**src/rtl/mxu_pkg.sv**
```systemverilog
// Shared constants, state encoding and element-offset helper for the MXU
// stream controller and its neighbours.
package mxu_pkg;

  localparam int DW    = 16;
  localparam int N     = 3;
  localparam int MAT_W = N * N * DW;

  localparam int             IDX_W    = 4;
  localparam logic [IDX_W-1:0] LAST_IDX = 4'd8;

  typedef enum logic [1:0] {
    LOAD_A  = 2'd0,
    LOAD_B  = 2'd1,
    COMPUTE = 2'd2,
    DRAIN   = 2'd3
  } state_e;

  // Row-major bit offset of element (r,c) inside a packed matrix.
  function automatic int unsigned elem(input int unsigned r, input int unsigned c);
    return DW * (N * r + c);
  endfunction

endpackage

```
**src/rtl/mxu_stream_ctrl.sv**
```systemverilog
// Serial load of A/B operands for the 3x3 MXU, one-cycle result capture and
// serial drain of the nine result words.
module mxu_stream_ctrl
  import mxu_pkg::*;
(
  input  logic             clk,
  input  logic             rst_n,
  input  logic             flush,
  input  logic             in_valid,
  output logic             in_ready,
  input  logic [DW-1:0]    in_data,
  output logic [MAT_W-1:0] a_o,
  output logic [MAT_W-1:0] b_o,
  input  logic [MAT_W-1:0] res_i,
  output logic             out_valid,
  input  logic             out_ready,
  output logic [DW-1:0]    out_data,
  output logic             out_last,
  output logic             busy
);

  // Handshakes: a word moves on a rising edge where valid && ready are both
  // high and flush is low; ready/valid here depend on registered state only.

  state_e             state_q, state_d;
  logic [IDX_W-1:0]   idx_q, idx_d;
  logic [MAT_W-1:0]   res_q;
  logic [7:0]         off;
  logic               a_we, b_we, res_we;

  assign off = 8'(idx_q) * 8'(DW);

  always_comb begin
    state_d   = state_q;
    idx_d     = idx_q;
    a_we      = 1'b0;
    b_we      = 1'b0;
    res_we    = 1'b0;
    in_ready  = (state_q == LOAD_A) || (state_q == LOAD_B);
    out_valid = (state_q == DRAIN);
    out_last  = (state_q == DRAIN) && (idx_q == LAST_IDX);
    busy      = !((state_q == LOAD_A) && (idx_q == '0));
    out_data  = (state_q == DRAIN) ? res_q[off +: DW] : '0;

    if (flush) begin
      state_d = LOAD_A;
      idx_d   = '0;
    end else begin
      case (state_q)
        LOAD_A: begin
          if (in_valid) begin
            a_we = 1'b1;
            if (idx_q == LAST_IDX) begin
              idx_d   = '0;
              state_d = LOAD_B;
            end else begin
              idx_d = idx_q + 4'd1;
            end
          end
        end
        LOAD_B: begin
          if (in_valid) begin
            b_we = 1'b1;
            if (idx_q == LAST_IDX) begin
              idx_d   = '0;
              state_d = COMPUTE;
            end else begin
              idx_d = idx_q + 4'd1;
            end
          end
        end
        COMPUTE: begin
          res_we  = 1'b1;
          idx_d   = '0;
          state_d = DRAIN;
        end
        DRAIN: begin
          if (out_ready) begin
            if (idx_q == LAST_IDX) begin
              idx_d   = '0;
              state_d = LOAD_A;
            end else begin
              idx_d = idx_q + 4'd1;
            end
          end
        end
        default: begin
          idx_d   = '0;
          state_d = LOAD_A;
        end
      endcase
    end
  end

  always_ff @(posedge clk or negedge rst_n) begin
    if (!rst_n) begin
      state_q <= LOAD_A;
      idx_q   <= '0;
    end else begin
      state_q <= state_d;
      idx_q   <= idx_d;
    end
  end

  // Operands persist after drain; the next load overwrites them word by word.
  always_ff @(posedge clk or negedge rst_n) begin
    if (!rst_n) begin
      a_o   <= '0;
      b_o   <= '0;
      res_q <= '0;
    end else begin
      if (a_we)   a_o[off +: DW] <= in_data;
      if (b_we)   b_o[off +: DW] <= in_data;
      if (res_we) res_q          <= res_i;
    end
  end

  idx_range_a: assert property (@(posedge clk) disable iff (!rst_n) idx_q <= LAST_IDX);

endmodule

```
**config.mk**
```make
export PLATFORM = sky130hd
export DESIGN_NAME = mxu_stream_ctrl
export DESIGN_NICKNAME = d
export VERILOG_FILES = /design/src/rtl/mxu_pkg.sv /design/src/rtl/mxu_stream_ctrl.sv
export SDC_FILE = /design/constraint.sdc
export NUM_CORES = 1
export LEC_CHECK = 0
export ABC_AREA = 1
export ABC_CLOCK_PERIOD_IN_PS = 3410
export CAP_MARGIN = 20
export CORE_MARGIN = 1
export CORE_UTILIZATION = 49
export DETAILED_ROUTE_END_ITERATION = 10
export GPL_TIMING_DRIVEN = 0
export MAX_ROUTING_LAYER = met4
export PLACE_DENSITY_LB_ADDON = 0.08
export SETUP_SLACK_MARGIN = 0.5
export SLEW_MARGIN = 0
export SYNTH_ARGS = -nofsm -noshare
export SYNTH_HDL_FRONTEND = slang
export SYNTH_SLANG_ARGS = --single-unit
export TNS_END_PERCENT = 20
```
**constraint.sdc**
```tcl
create_clock -name clk -period 3.41 [get_ports clk]
set_input_delay 0.682 -clock clk [delete_from_list [all_inputs] [get_ports clk]]
set_output_delay 0.682 -clock clk [all_outputs]
set_load 0.005 [all_outputs]
```
# Word level (Yosys, flattened, before mapping)
# Index checks and enable logic that the tools add are counted.
# totals
regBits	438
elab_cells	53
in_bits	165
output_inout_bits	308
# op_classes
n_eq_ne	11
muxes	23
n_reduce_logical	9
n_shift	3
add_sub_neg	2
# ops
cell	count
bitwise mux 144 bit	2
variable shift 16 x 10 -> 144 bit (first input constant)	1
indexed part select 144 x 9 -> 16 bit	1
indexed part select 16 x 10 -> 144 bit	1
2-to-1 mux 16 bit	1
2-to-1 mux 4 bit	4
2-to-1 mux 2 bit	7
inequality test 3 x 2 -> 1 bit (second input constant)	4
one-hot mux 4 bit (3 select lines)	1
negation 8 -> 10 bit	1
one-hot mux 2 bit (4 select lines)	1
2-to-1 mux 1 bit	7
inequality test 3 bit (second input constant)	2
AND reduction 6 bit	1
adder 4 x 1 -> 4 bit (second input constant)	1
equality test 2 bit (second input constant)	2
equality test 4 bit (second input constant)	1
logical NOT 4 bit	1
inequality test 3 x 1 -> 1 bit (second input constant)	1
equality test 2 x 1 -> 1 bit (second input constant)	1
logical AND 1 bit	2
logical NOT 2 bit	1
AND reduction 2 bit	1
OR reduction 2 bit	1
2 further kinds	2

# Depth between registers and ports, before layout
# logic_depth
depth_word	5
mapped_depth	14
mapped_depth_nobuf	10

# Worst setup path before layout
# No wires, ideal clock.
# synth_timing
path_kind	reg2reg
from	register idx_q[0]
to	register b_o[79]
setup_time_ns	0.129
stages_incl_launch_ff	14
period_less_slack_ns	2.736
slack_ns	0.674
n_path_buf	5
t_required_ns	3.281
arrival_time_ns	2.607
path_cell_list	dfrtp_1 > buf_2 > inv_2 > clkbuf_1 > clkbuf_1 > ha_1 > buf_2 > inv_2 > nand3_1 > nor2_4 > nand3_1 > buf_2 > nand2_1 > o21ai_0
# synth_between
elab_chain_cells	3
word_cells_on_any_way	4
classes_between	add/sub: 1; shift: 2; mux: 1
# synth_rtl
item	line	source
start: declaration	mxu_stream_ctrl.sv:26	logic [IDX_W-1:0] idx_q, idx_d;
start signal: assignment	mxu_stream_ctrl.sv:101	idx_q <= idx_d;
negation 8 -> 10 bit (*)	mxu_stream_ctrl.sv:113	if (b_we) b_o[off +: DW] <= in_data;
indexed part select 16 x 10 -> 144 bit or variable shift 16 x 10 -> 144 bit (tied branches)	mxu_stream_ctrl.sv:113	
bitwise mux 144 bit (*)	mxu_stream_ctrl.sv:113	
end signal: indexed assignment	mxu_stream_ctrl.sv:113	
end: declaration	mxu_stream_ctrl.sv:13	output logic [MAT_W-1:0] b_o,
# Mark *: on every way between the ends. The rest lies on a longest branch, timed or not.
# A chain may end at the register's enable or synchronous reset.

# Worst setup path in the final report
# layout_timing
from	register idx_q[2]
to	output out_data[7]
# layout_between
elab_chain_cells	2
# layout_rtl
item	line	source
indexed part select 144 x 9 -> 16 bit	mxu_stream_ctrl.sv:43	out_data = (state_q == DRAIN) ? res_q[off +: DW] : '0;
2-to-1 mux 16 bit	mxu_stream_ctrl.sv:43	
end: declaration	mxu_stream_ctrl.sv:17	output logic [DW-1:0] out_data,
# No other way between the ends.

==> summary.txt <==
Pwr
  • Total power: 0.0204 W
  • Sw Pwr: 0.00701 W
  • Combinational power share: 36.0%
  • Pwr per Cell Area: 767 nW/µm²
  • Flop pwr share: 36.3%
  • Pleak: 13.0 nW
  • Sw Ratio: 34.5%
  • Clk network pwr share: 27.7%
  • Pint: 0.0133 W
  • Worst IR Drop VDD: 0.451 mV

Layout
  • Post-route cell area: 26500 µm²
  • Layout area overhead: 42.4%
  • Final net count: 2857
  • Commonest non-fill, non-tap cells in the layout: 727 x nand2_1, 453 x clkdlybuf4s50_1, 438 x dfrtp_1, 177 x nand3_1, 138 x inv_1
  • Fraction of final layout cells sized beyond drive strength 1: 12.9%
  • Most common cell after layout, fill and taps aside: nand2_1

Clock network
  • Worst-Skew Late Latency: 0.59 ns
  • Root buffer cell: clkbuf_16
  • CTS buffer count: 46
  • TritonCTS Sinks: 438
  • CTS clock-pin slew for the worst setup and hold paths: 0.06 ns
  • CTS tree: done
  • Clk buf depth: 3
  • Max H-tree Level: 2

Timing
  • Worst Max-Slew Pin Slew: 0.906 ns
  • Final slew viol count: 0
  • RSZ-0062 raised after global routing: true
  • Setup Viol. Count Final: 0
  • Setup ws final: 0.444 ns
  • Min Tclk post-route: 2.97 ns
  • Worst Clk Skew: 0.0156 ns
  • Period utilization: 87.0%
  • Final Hold Fails: 0
  • Max transition margin: 39.1%
  • FMAX: 337 MHz

Place
  • Buffers added on ports: 472
  • DP Area: 24100 µm²
  • Gpl congestion: 0.974
  • HPWL Detailed: 48.3 mm
  • Place WS: -0.444 ns

GRT
  • Number of global-route vias before repair: 16.8k
  • First-pass GRT wire length: 98.1 mm
  • Largest net degree at the start of global routing: 109
  • Gr busiest metal: met2
  • GR Overflow Total: 0
  • GRT met2 Usage: 57.4%
  • Total GRT Usage: 34.5%
  • Met1 Track Usage GR: 41.2%
  • Initial antenna violation count: 10
  • Met3 GRT Util: 6.10%

Outcome
  • Status: finished clean

Floorplanning
  • Die area: 38800 µm²
  • Starting density of the core: 49.6%
  • Die Y: 197 µm
  • Core Area: 37600 µm²
  • IO Pins: 473
  • Die Width: 197 µm
  • Rows: 71

Logic synthesis
  • Mapped cell area: 18600 µm²
  • Synthesized Nets: 2318
  • Sequential share of the synthesized area: 58.8%
  • Post-synth ARST share: 100%
  • Syn Area/Cell: 8.69 µm²
  • Post-synth EDFFs: 0
  • Synth warn: 0
  • Cells after synthesis: 2145
  • Yosys reg bits: 438
  • Yosys cell types: 29
  • Post-synth top flop: dfrtp_1

Detailed routing
  • Routed len/inst: 19.9 µm
  • Routed vias/inst: 5.26
  • Final wirelength: 64.6 mm
  • Iteration-0 DRC Markers: 1370
  • Vias: 17.1k
  • Pre-antenna DRT Iters: 6
  • # DRC: 0
  • Detail Route Antenna Nets: 0

Critical path
  • Crit path max fanout: 10
  • Worst Path Required: 2.73 ns
  • Slowest stage delay, CP: 0.46 ns
  • Crit Path Class: flop to primary output
  • Most frequent cell on the critical path: nand3_2
  • Crit-path cells: buf_6, inv_4, clkbuf_2, nand3_2, nand3_2, a21oi_1, dlygate4sd2_1
  • CP arrival: 2.28 ns
  • CP max-delay cell: dfrtp_1
  • Worst Setup End Kind: primary output
  • Critical Path Start Type: flop

Run
  • Maxcap violations: 0

Worst hold path
  • Worst Hold Class: input port to async pin
## Yosys cell counts (5+ instances only)
library cell / count / share of area [%]
nor2_2: 5 / 0.17
nor3_1: 34 / 0.91
a21oi_1: 131 / 3.5
or2_2: 8 / 0.27
nand2_2: 10 / 0.34
clkbuf_1: 46 / 0.93
mux2_2: 32 / 1.9
inv_1: 139 / 2.8
buf_4: 11 / 0.44
nand2_1: 731 / 15
o21ai_0: 76 / 2.0
o21ai_1: 22 / 0.59
nor3_4: 6 / 0.52
buf_2: 45 / 1.2
dfrtp_1: 438 / 59
nor2_1: 137 / 2.8
ha_1: 8 / 0.54
buf_1: 18 / 0.36
nand3_1: 223 / 6.0
inv_2: 6 / 0.12
nand3_2: 5 / 0.27
## cell type report
| type | count | area [µm²] |
|---|---|---|
| Antenna cell | 10 | 25.0 |
| Buffer | 120 | 753 |
| Clock buffer | 62 | 1310 |
| Clock inverter | 23 | 398 |
| Fill cell | 3020 | 11000 |
| Inverter | 148 | 572 |
| Multi-Input combinational cell | 1439 | 6970 |
| Sequential cell | 438 | 11000 |
| Tap cell | 511 | 639 |
| Timing Repair Buffer | 491 | 4910 |
## registers in the layout, summed over array words and instances (netlist names)
name and cells:
a_o 144, idx_q 4, state_q 2, b_o 144, res_q 144
## metrics by stage
stage | std cells | hold WS [ns] | TNS (ns) | utilization (%)
after global placement | 3128 | 0.454 | -7606.52 | 63.9
after CTS | 3227 | 0.0412 | 0 | 70.1
after global routing | 3242 | 0.0730 | 0 | 70.6
after detailed placement | 3132 | 0.457 | -48.47 | 64.2
final | 3242 | 0.0296 | 0 | 70.6
after floorplan | 2145 | 0.386 | 0 | -
## power groups by stage
stage	Combinational [W]	Clock, W	Sequential, W
5_1_grt	0.00801	0.00588	0.00752
6_report	0.00733	0.00564	0.00739
3_3_place_gp	0.00638	0	0.00745
4_1_cts	0.00711	0.00567	0.00737
3_5_place_dp	0.00654	0	0.00745
2_1_floorplan	0.00333	0	0.00732
## repair_timing
action / 4_1_cts / 5_1_grt
setup endpoints to repair: 307 / 121
gates resized for setup: 178 / 52
hold buffers: 0 / 0
pin swaps: 26 / 21
gates cloned: 2 / 0
hold endpoints to repair: 0 / 0
setup buffers: 8 / 5
## per-layer routing
metal	share of wire, %	up-vias
met1	39	8306
met3	7.2	134
met4	4.6	0
li1	-	7911
met2	50	714
met5	0	-
## critical path: cells and delay by family (launching register included)
kind / cells / cell delay [ns]
AOI/OAI and AO/OA: 1 / 0.06
buffers and inverters: 4 / 0.94
DFF: 1 / 0.46
and+or+nand+nor: 2 / 0.24
## path summary, 6_finish.rpt
path / from / end / slack [ns] / cells after the start
setup / recovery: idx_q[2]$_DFFE_PN0P_ / out_data[7] / 0.44 / 7
hold / removal: rst_n / a_o[39]$_DFFE_PN0P_ / 0.03 / 1
min in group clk: b_o[131]$_DFFE_PN0P_ / b_o[131]$_DFFE_PN0P_ / 0.47 / 2
setup reg to reg: idx_q[0]$_DFFE_PN0P_ / b_o[25]$_DFFE_PN0P_ / 0.49 / 12
max in group asynchronous: rst_n / res_q[53]$_DFFE_PN0P_ / 2.01 / 3
hold reg to reg: b_o[131]$_DFFE_PN0P_ / b_o[131]$_DFFE_PN0P_ / 0.47 / 2
## logic make-up after synthesis
logic type | after synthesis | synth area share [%]
multiplexers | 32 | 1.93
AO/OA/AOI/OAI | 230 | 6.18
adder cells (fa/ha/maj) | 8 | 0.537
buffers and inverters | 268 | 5.93
AND/OR/NAND/NOR | 1169 | 26.6
flip-flops | 438 | 58.8
Note: power is estimated with default switching activity, not from simulation.
